--- config.mk ---
export PLATFORM = sky130hd
export DESIGN_NAME = acc_reducer_flat
export DESIGN_NICKNAME = d
export VERILOG_FILES = /design/src/rtl/acc_reducer_if.sv /design/src/rtl/acc_reducer.sv /design/src/flat_wrapper.sv
export SDC_FILE = /design/constraint.sdc
export NUM_CORES = 1
export LEC_CHECK = 0
export CORE_MARGIN = 1
export CORE_UTILIZATION = 34
export DETAILED_ROUTE_END_ITERATION = 8
export GPL_ROUTABILITY_DRIVEN = 0
export HOLD_SLACK_MARGIN = 0.05
export PLACE_DENSITY = 0.55
export SLEW_MARGIN = 40
export SYNTH_ARGS = -nofsm -noshare
export SYNTH_HDL_FRONTEND = slang
export SYNTH_SLANG_ARGS = --single-unit
export TNS_END_PERCENT = 50
--- constraint.sdc ---
create_clock -name clk -period 9.05 [get_ports clk]
set_input_delay 1.81 -clock clk [delete_from_list [all_inputs] [get_ports clk]]
set_output_delay 1.81 -clock clk [all_outputs]
set_load 0.005 [all_outputs]
--- src/rtl/acc_reducer_if.sv ---
// Bus between the core array / parent core and the accumulator reduction stage.
// The acc_ovf signal exists only when ACC_OVERFLOW_FLAG_EN is defined.
interface acc_reducer_if #(
    parameter int N_CORE = 4,
    parameter int N_ACC  = 2,
    parameter int WIDTH  = 32
);
    localparam int IDX_W = (N_ACC > 1) ? $clog2(N_ACC) : 1;

    logic                            issue_fork;
    logic [N_CORE*N_ACC-1:0]         req_valid;
    logic [N_CORE*N_ACC-1:0]         req_ready;
    logic [N_CORE*N_ACC*WIDTH-1:0]   req_data;
    logic                            wr_en;
    logic [IDX_W-1:0]                wr_idx;
    logic [WIDTH-1:0]                wr_data;
    logic [N_ACC*WIDTH-1:0]          acc_sum;
    logic                            idle;
`ifdef ACC_OVERFLOW_FLAG_EN
    logic [N_ACC-1:0]                acc_ovf;
`endif

    modport master (
        output issue_fork, req_valid, req_data, wr_en, wr_idx, wr_data,
`ifdef ACC_OVERFLOW_FLAG_EN
        input  acc_ovf,
`endif
        input  req_ready, acc_sum, idle
    );

    modport slave (
        input  issue_fork, req_valid, req_data, wr_en, wr_idx, wr_data,
`ifdef ACC_OVERFLOW_FLAG_EN
        output acc_ovf,
`endif
        output req_ready, acc_sum, idle
    );
endinterface

--- src/rtl/acc_reducer.sv ---
// Shared-accumulator reduction stage: per-accumulator round-robin arbitration of core adds.
// Define ACC_OVERFLOW_FLAG_EN to add sticky per-accumulator signed-overflow flags (acc_ovf).
module acc_reducer #(
    parameter int N_CORE = 4,
    parameter int N_ACC  = 2,
    parameter int WIDTH  = 32
) (
    input  logic          clk,
    input  logic          reset,
    acc_reducer_if.slave  bus
);
    localparam int IDX_W = (N_ACC > 1) ? $clog2(N_ACC) : 1;
    localparam int PTR_W = (N_CORE > 1) ? $clog2(N_CORE) : 1;
    localparam int NR    = N_CORE * N_ACC;

    function automatic logic signed [WIDTH-1:0] wrap_add(
        input logic signed [WIDTH-1:0] x,
        input logic signed [WIDTH-1:0] y
    );
        return x + y;
    endfunction

`ifdef ACC_OVERFLOW_FLAG_EN
    function automatic logic add_ovf(
        input logic signed [WIDTH-1:0] x,
        input logic signed [WIDTH-1:0] y,
        input logic signed [WIDTH-1:0] s
    );
        return (x[WIDTH-1] == y[WIDTH-1]) && (s[WIDTH-1] != x[WIDTH-1]);
    endfunction

    logic [N_ACC-1:0] ovf_q, ovf_d;
`endif

    logic signed [WIDTH-1:0] acc_q [N_ACC];
    logic signed [WIDTH-1:0] acc_d [N_ACC];
    logic [PTR_W-1:0]        ptr_q [N_ACC];
    logic [PTR_W-1:0]        ptr_d [N_ACC];
    logic signed [WIDTH-1:0] add_val [N_ACC];
    logic [N_ACC-1:0]        add_en;
    logic [NR-1:0]           gnt;
    logic                    any_vld_q;

    // Arbitration: each accumulator scans cores starting at its pointer, wrapping.
    always_comb begin
        logic found;
        logic blocked;
        int   c;
        gnt     = '0;
        add_en  = '0;
        found   = 1'b0;
        blocked = 1'b0;
        c       = 0;
        for (int a = 0; a < N_ACC; a++) begin
            add_val[a] = '0;
            ptr_d[a]   = ptr_q[a];
            blocked    = reset || bus.issue_fork || (bus.wr_en && (bus.wr_idx == IDX_W'(a)));
            found      = 1'b0;
            if (bus.issue_fork) begin
                ptr_d[a] = '0;
            end else if (!blocked) begin
                for (int k = 0; k < N_CORE; k++) begin
                    c = (int'(ptr_q[a]) + k) % N_CORE;
                    if (!found && bus.req_valid[c*N_ACC + a]) begin
                        found              = 1'b1;
                        gnt[c*N_ACC + a]   = 1'b1;
                        add_en[a]          = 1'b1;
                        add_val[a]         = bus.req_data[(c*N_ACC + a)*WIDTH +: WIDTH];
                        ptr_d[a]           = PTR_W'((c + 1) % N_CORE);
                    end
                end
            end
        end
    end

    // Accumulator update, priority fork > direct write > add.
    always_comb begin
        logic signed [WIDTH-1:0] sum;
        sum = '0;
`ifdef ACC_OVERFLOW_FLAG_EN
        ovf_d = ovf_q;
`endif
        for (int a = 0; a < N_ACC; a++) begin
            acc_d[a] = acc_q[a];
            sum      = wrap_add(acc_q[a], add_val[a]);
            if (bus.issue_fork) begin
                acc_d[a] = '0;
`ifdef ACC_OVERFLOW_FLAG_EN
                ovf_d[a] = 1'b0;
`endif
            end else if (bus.wr_en && (bus.wr_idx == IDX_W'(a))) begin
                acc_d[a] = bus.wr_data;
`ifdef ACC_OVERFLOW_FLAG_EN
                ovf_d[a] = 1'b0;
`endif
            end else if (add_en[a]) begin
                acc_d[a] = sum;
`ifdef ACC_OVERFLOW_FLAG_EN
                ovf_d[a] = ovf_q[a] | add_ovf(acc_q[a], add_val[a], sum);
`endif
            end
        end
    end

    always_ff @(posedge clk) begin
        if (reset) begin
            for (int a = 0; a < N_ACC; a++) begin
                acc_q[a] <= '0;
                ptr_q[a] <= '0;
            end
            any_vld_q <= 1'b0;
`ifdef ACC_OVERFLOW_FLAG_EN
            ovf_q     <= '0;
`endif
        end else begin
            for (int a = 0; a < N_ACC; a++) begin
                acc_q[a] <= acc_d[a];
                ptr_q[a] <= ptr_d[a];
            end
            any_vld_q <= |bus.req_valid;
`ifdef ACC_OVERFLOW_FLAG_EN
            ovf_q     <= ovf_d;
`endif
        end
    end

    always_comb begin
        bus.acc_sum = '0;
        for (int a = 0; a < N_ACC; a++) begin
            bus.acc_sum[a*WIDTH +: WIDTH] = acc_q[a];
        end
    end

    assign bus.req_ready = gnt;
    // Idle only after a full cycle with no request, so the join never races a late valid.
    assign bus.idle      = ~(|bus.req_valid) & ~any_vld_q;
`ifdef ACC_OVERFLOW_FLAG_EN
    assign bus.acc_ovf   = ovf_q;
`endif
endmodule

--- src/flat_wrapper.sv ---
// flat-port wrapper written by rule: the top's interface ports become plain ports
module acc_reducer_flat 
#(
    parameter int N_CORE = 4,
    parameter int N_ACC  = 2,
    parameter int WIDTH  = 32
)
  (clk, reset, bus_issue_fork, bus_req_valid, bus_req_data, bus_wr_en, bus_wr_idx, bus_wr_data, bus_req_ready, bus_acc_sum, bus_idle);
  acc_reducer_if #(.N_CORE(N_CORE), .N_ACC(N_ACC), .WIDTH(WIDTH)) bus_i ();
  input  logic clk;
  input  logic reset;
  input wire logic [$bits(bus_i.issue_fork)-1:0] bus_issue_fork;
  input wire logic [$bits(bus_i.req_valid)-1:0] bus_req_valid;
  input wire logic [$bits(bus_i.req_data)-1:0] bus_req_data;
  input wire logic [$bits(bus_i.wr_en)-1:0] bus_wr_en;
  input wire logic [$bits(bus_i.wr_idx)-1:0] bus_wr_idx;
  input wire logic [$bits(bus_i.wr_data)-1:0] bus_wr_data;
  output wire logic [$bits(bus_i.req_ready)-1:0] bus_req_ready;
  output wire logic [$bits(bus_i.acc_sum)-1:0] bus_acc_sum;
  output wire logic [$bits(bus_i.idle)-1:0] bus_idle;
  assign bus_i.issue_fork = bus_issue_fork;
  assign bus_i.req_valid = bus_req_valid;
  assign bus_i.req_data = bus_req_data;
  assign bus_i.wr_en = bus_wr_en;
  assign bus_i.wr_idx = bus_wr_idx;
  assign bus_i.wr_data = bus_wr_data;
  assign bus_req_ready = bus_i.req_ready;
  assign bus_acc_sum = bus_i.acc_sum;
  assign bus_idle = bus_i.idle;
  acc_reducer #(.N_CORE(N_CORE), .N_ACC(N_ACC), .WIDTH(WIDTH)) u_core (.clk(clk), .reset(reset), .bus(bus_i));
endmodule
# Yosys cells after proc, flatten, opt, wreduce, memory -nomap -nowiden
# Memory sizes are Yosys's and may differ from the RTL's.
# Cells that the tools add are included.
# totals
register_bits	1
out_inout_bits	73
mem_bits_ro	0
latchBits	0
n_memories	2
in_bits	301
mem_bits_rw	68
# mem_list
memory	depth	word_bits	read_ports	rd_clocked_by_memory_dff	wr	line_no	source
u_core.acc_q	2	32	2	0	2	acc_reducer.sv:35	logic signed [WIDTH-1:0] acc_q [N_ACC];
u_core.ptr_q	2	2	2	0	2	acc_reducer.sv:37	logic [PTR_W-1:0] ptr_q [N_ACC];
# classes
n_eq_ne	0
bitwise_logic	21
reduce_logical	32
addsub	18
n_mux	128
multipliers	0
order_cmp	16
div_mod_pow	0
shifts	8
# ops
cell	n
variable part select 256 x 32 -> 32 bit	4
variable part select 256 x 9 -> 32 bit	4
2-to-1 mux 32 bit	20
2-to-1 mux 8 bit	23
>= comparator 32 x 1 -> 1 bit, second input constant	4
< comparator 32 x 5 -> 1 bit, second input constant	4
adder 32 bit	2
2-to-1 mux 1 bit	54
bitwise OR 8 bit	4
2-to-1 mux 2 bit	14
bitwise OR 8 x 7 -> 8 bit	3
adder 2 bit, second input constant	10
logical AND 1 bit	16
adder 4 x 2 -> 5 bit, second input constant	3
< comparator 4 x 5 -> 1 bit, second input constant	3
binary-select mux 1 bit (select 3 bit)	4
demux 1 bit (select 3 bit)	4
>= comparator 4 x 1 -> 1 bit, second input constant	3
OR reduction 2 bit	6
binary-select mux 1 bit (select 2 bit)	4
demux 1 bit (select 2 bit)	4
OR reduction 8 bit	1
2-to-1 mux 7 bit	1
AND 1 bit, first input constant	6
other kinds (9)	22

# Depth between registers and ports, before layout
# An unclocked memory read counts as a cell.
# depth
depth_word	37
mapped_depth	27
depth_no_buf	19

# Worst setup path after synthesis
# OpenSTA, ideal clock, no wires.
# synth_timing
path_type	register -> register
startpoint	mem u_core.ptr_q[0][0] in the netlist's numbering
endpoint	mem u_core.acc_q[0][19]
path_slack_ns	2.775
required_ns	8.964
stages_incl_launch_ff	25
t_arrival_ns	6.190
n_path_buf	9
setup_time_ns	0.086
path_cell_list	dfxtp_1 buf_2 buf_2 buf_1 clkbuf_1 inv_1 ha_1 buf_2 buf_2 buf_2 buf_2 buf_1 mux4_2 a21oi_1 nor2_1 ha_1 a2111oi_0 o21ai_0 a221oi_2 o21ai_0 a21oi_1 nor2b_1 o21ai_0 mux2_2 a211oi_1
# synth_lines
item	line_no
from (decl)	acc_reducer.sv:37
to (decl)	acc_reducer.sv:35

==> results.yml <==
finish:
  ff_latch_area_mm2: 0.00139
  utilization_pct: 45.0
  fill_cells: 4031
  fin_nets: 2361
  multi_input_comb_area_mm2: 0.0120
  area_growth_pct: 30.7
  drive_gt1_share_pct: 12.5
setup_path:
  path_class: "input port to flip-flop"
  critPathMaxFanout: 23
  r2r-start: "u_core.ptr_q[0][3]"
  cp-end-kind: "flip-flop"
  arrival_ns: 7.45
  critPathLaunch: "bus_req_valid[4]"
  start_kind: "input port"
  worstPathRequired_ns: 9.31
global_route:
  grt_pass1_vias: 14500
  track_usage_pct: 25.7
  grt_overflow: 0
  grt_max_degree: 82
  antenna_found_initial: 3
  grt_pass1_wl_um: 84600
sta:
  slew_headroom_pct: 41.3
  final_max_slew_viol_count: 0
  setup_viol: 0
  tns_ns: 0
  rsz0062_at_grt: "false"
  hold_viol_final: 0
  max_freq_mhz: 139
  period_needed_ns: 7.19
  worstMarginPinSlew_ns: 0.859
  fin_crit_sh_pct: 79.5
  finClkSkew_ns: 0.00674
synthesis:
  synth_area_mm2: 0.0141
  synth.top_cell.area_share_pct: 21.3
  syn-mean-instance-area_um2: 8.14
  yosys.area.top_type: "mux4_2"
  synth-seq-cells: 69
  synth_area_leaders: "mux4_2, dfxtp_1, a21oi_1"
  ys_types: 83
  ys.warnings.count: 0
  synth_top_flop_cell: "dfxtp_1"
  synth_seq_area_share_pct: 9.82
  syn_nets: 2101
  async_flop_share_pct: 0
  synth_cells: 1728
  synth-edff-count: 0
route:
  first_pass_iters: 6
  met3WireLength_um: 4910
  routed_via_density: 6.10
  highest_layer: "met5"
  vias: 15400
  drt-total-wl_um: 55800
  ant_nets: 0
  route.met2.wl_um: 25700
  drt_iter0_drc: 1216
  met1_length_um: 24000
  wire_per_inst_um: 22.1
  drc: 0
worst_hold_path:
  hold_path_class: "flip-flop to flip-flop"
  hp-start: "u_core.acc_q[0][7]"
die:
  die_w_um: 205
  io_pins: 374
  rows: 74
  core-area_mm2: 0.0408
  die_h_um: 205
  initial_core_util_pct: 34.4
  dieArea_mm2: 0.0422
pwr:
  power.internal_uw: 1120
  p_leak_uw: 0.00641
  power.density_mw_per_mm2: 105
  seqPwrFrac_pct: 18.0
  clockPowerShare_pct: 16.6
  switching_share_pct: 42.1
  pwr-share-comb_pct: 65.4
  p_sw_uw: 816
  vdd_drop_max_v: 0.0000717
clock_tree:
  cts_setup_buffers: 0
  cts_resized: 0
  h-tree-depth: 3
  worstSkewPairLatency_ns: 0.34
  cts-root-buf: "clkbuf_16"
  clockBufferDepth: 2
  cts_tree: "built"
  ctsHoldBuffers: 0
  cts_sinks: 69
  cts.clk_slew.worst_paths_ns: 0.06
  cts_made_buffers: 9
placed_design:
  dp_hpwl_um: 42700
  io_buffers: 373
run_status:
  status: "completed"
job:
  max_cap_violations: 0
[worst max-delay path, stage by stage]
cell             delay [ns]
clkdlybuf4s50_1        0.50
mux2_2                 0.34
nand2_1                0.63
nand2_1                0.49
nor2_1                 0.21
buf_4                  0.31
a311oi_1               0.20
or2_2                  0.34
inv_1                  0.06
ha_1                   0.23
a211oi_1               0.33
o21ai_0                0.22
a221oi_2               0.55
o21ai_0                0.17
a21oi_1                0.25
nor2b_1                0.07
o21ai_0                0.17
mux2_2                 0.35
a211oi_1               0.22
[worst paths after layout]
check                                           end  slack [ns]  depth (start not counted)
worst max-delay path            u_core.acc_q[0][19]        1.86                         19
worst min-delay path             u_core.acc_q[0][7]        0.52                          2
worst max register to register  u_core.acc_q[0][60]        2.50                         20
worst min register to register   u_core.acc_q[0][7]        0.52                          2
[cell usage after synthesis, types with 38 or more instances]
cell type and count:
a22oi_1 38, ha_1 70, o21ai_0 170, a211o_1 45
nand2_1 233, clkbuf_1 97, mux2i_1 89, dfxtp_1 69
a21oi_1 183, buf_2 44, mux4_2 133, nor2_1 96
[cells in the final DEF, fill, tap and decap left out, drive strengths merged, types with 11 or more instances in the layout]
cell type        n
ha              70
a22oi           38
a21oi          183
a211o           45
a311oi          23
mux4           133
nand3           21
inv             16
nor3            11
dfxtp           69
a21o            19
o21a            12
nand2          233
o21ai          175
a221oi          26
buf             33
a211oi          19
nor2b           32
or3             12
mux2i           89
xor2            17
xnor2           25
and3            11
a32oi           37
nor2            96
clkdlybuf4s50  373
mux2            31
[stage by stage]
stage / power (uW) / instances / worst slack, ns / hold WS [ns] / area [um^2]
after detailed placement: 1610 / 2509 / 1.47 / 0.497 / 18100
final: 1940 / 2527 / 1.86 / 0.517 / 18400
after floorplan: 1190 / 1728 / 2.77 / 0.481 / 14100
after CTS: 1940 / 2525 / 1.79 / 0.520 / 18400
after global routing: 2070 / 2525 / 1.40 / 0.535 / 18400
after global placement: 1600 / 2509 / 1.50 / 0.498 / 18100
[layout make-up]
cell class	instances	share of cell area (%)
timing repair buffer	406	21.7
clock buffer	10	1.25
multi-input combinational	1485	65.3
tap	532	3.62
clock inverter	6	0.163
inverter	17	0.347
sequential	69	7.57
antenna	2	0.0272
[cell families (layout without fill, tap and decap cells)]
group / Yosys count / after routing / share of synthesized area [%]
AOI/OAI and AO/OA: 661 / 661 / 31.2
and+or+nand+nor: 457 / 457 / 14.4
muxes: 253 / 253 / 30.1
buffers and inverters: 174 / 439 / 5.28
adders and majority gates: 72 / 72 / 6.51
DFF: 69 / 69 / 9.82
xor gates and xnor gates: 42 / 42 / 2.67
other: 0 / 2 / 0
[per-layer routing]
metal | track usage (%) | vias up
met3 | 5.57 | 49
met5 | 0 | -
met2 | 42.1 | 622
met4 | 6.38 | 2
met1 | 34.1 | 7436
li1 | - | 7303
[power groups by stage]
stage	Combinational, uW	Clock, uW	Sequential, uW
after floorplan	847	0	342
after global placement	1240	0	356
after detailed placement	1250	0	356
after CTS	1260	331	350
after global routing	1370	342	352
final	1270	322	349
[state kept, by name, indices dropped and copies added, names as in the netlist]
| name | count |
|---|---|
| u_core.any_vld_q | 1 |
| u_core.acc_q | 64 |
| u_core.ptr_q | 4 |
Note: power is estimated with default switching activity, not from simulation.
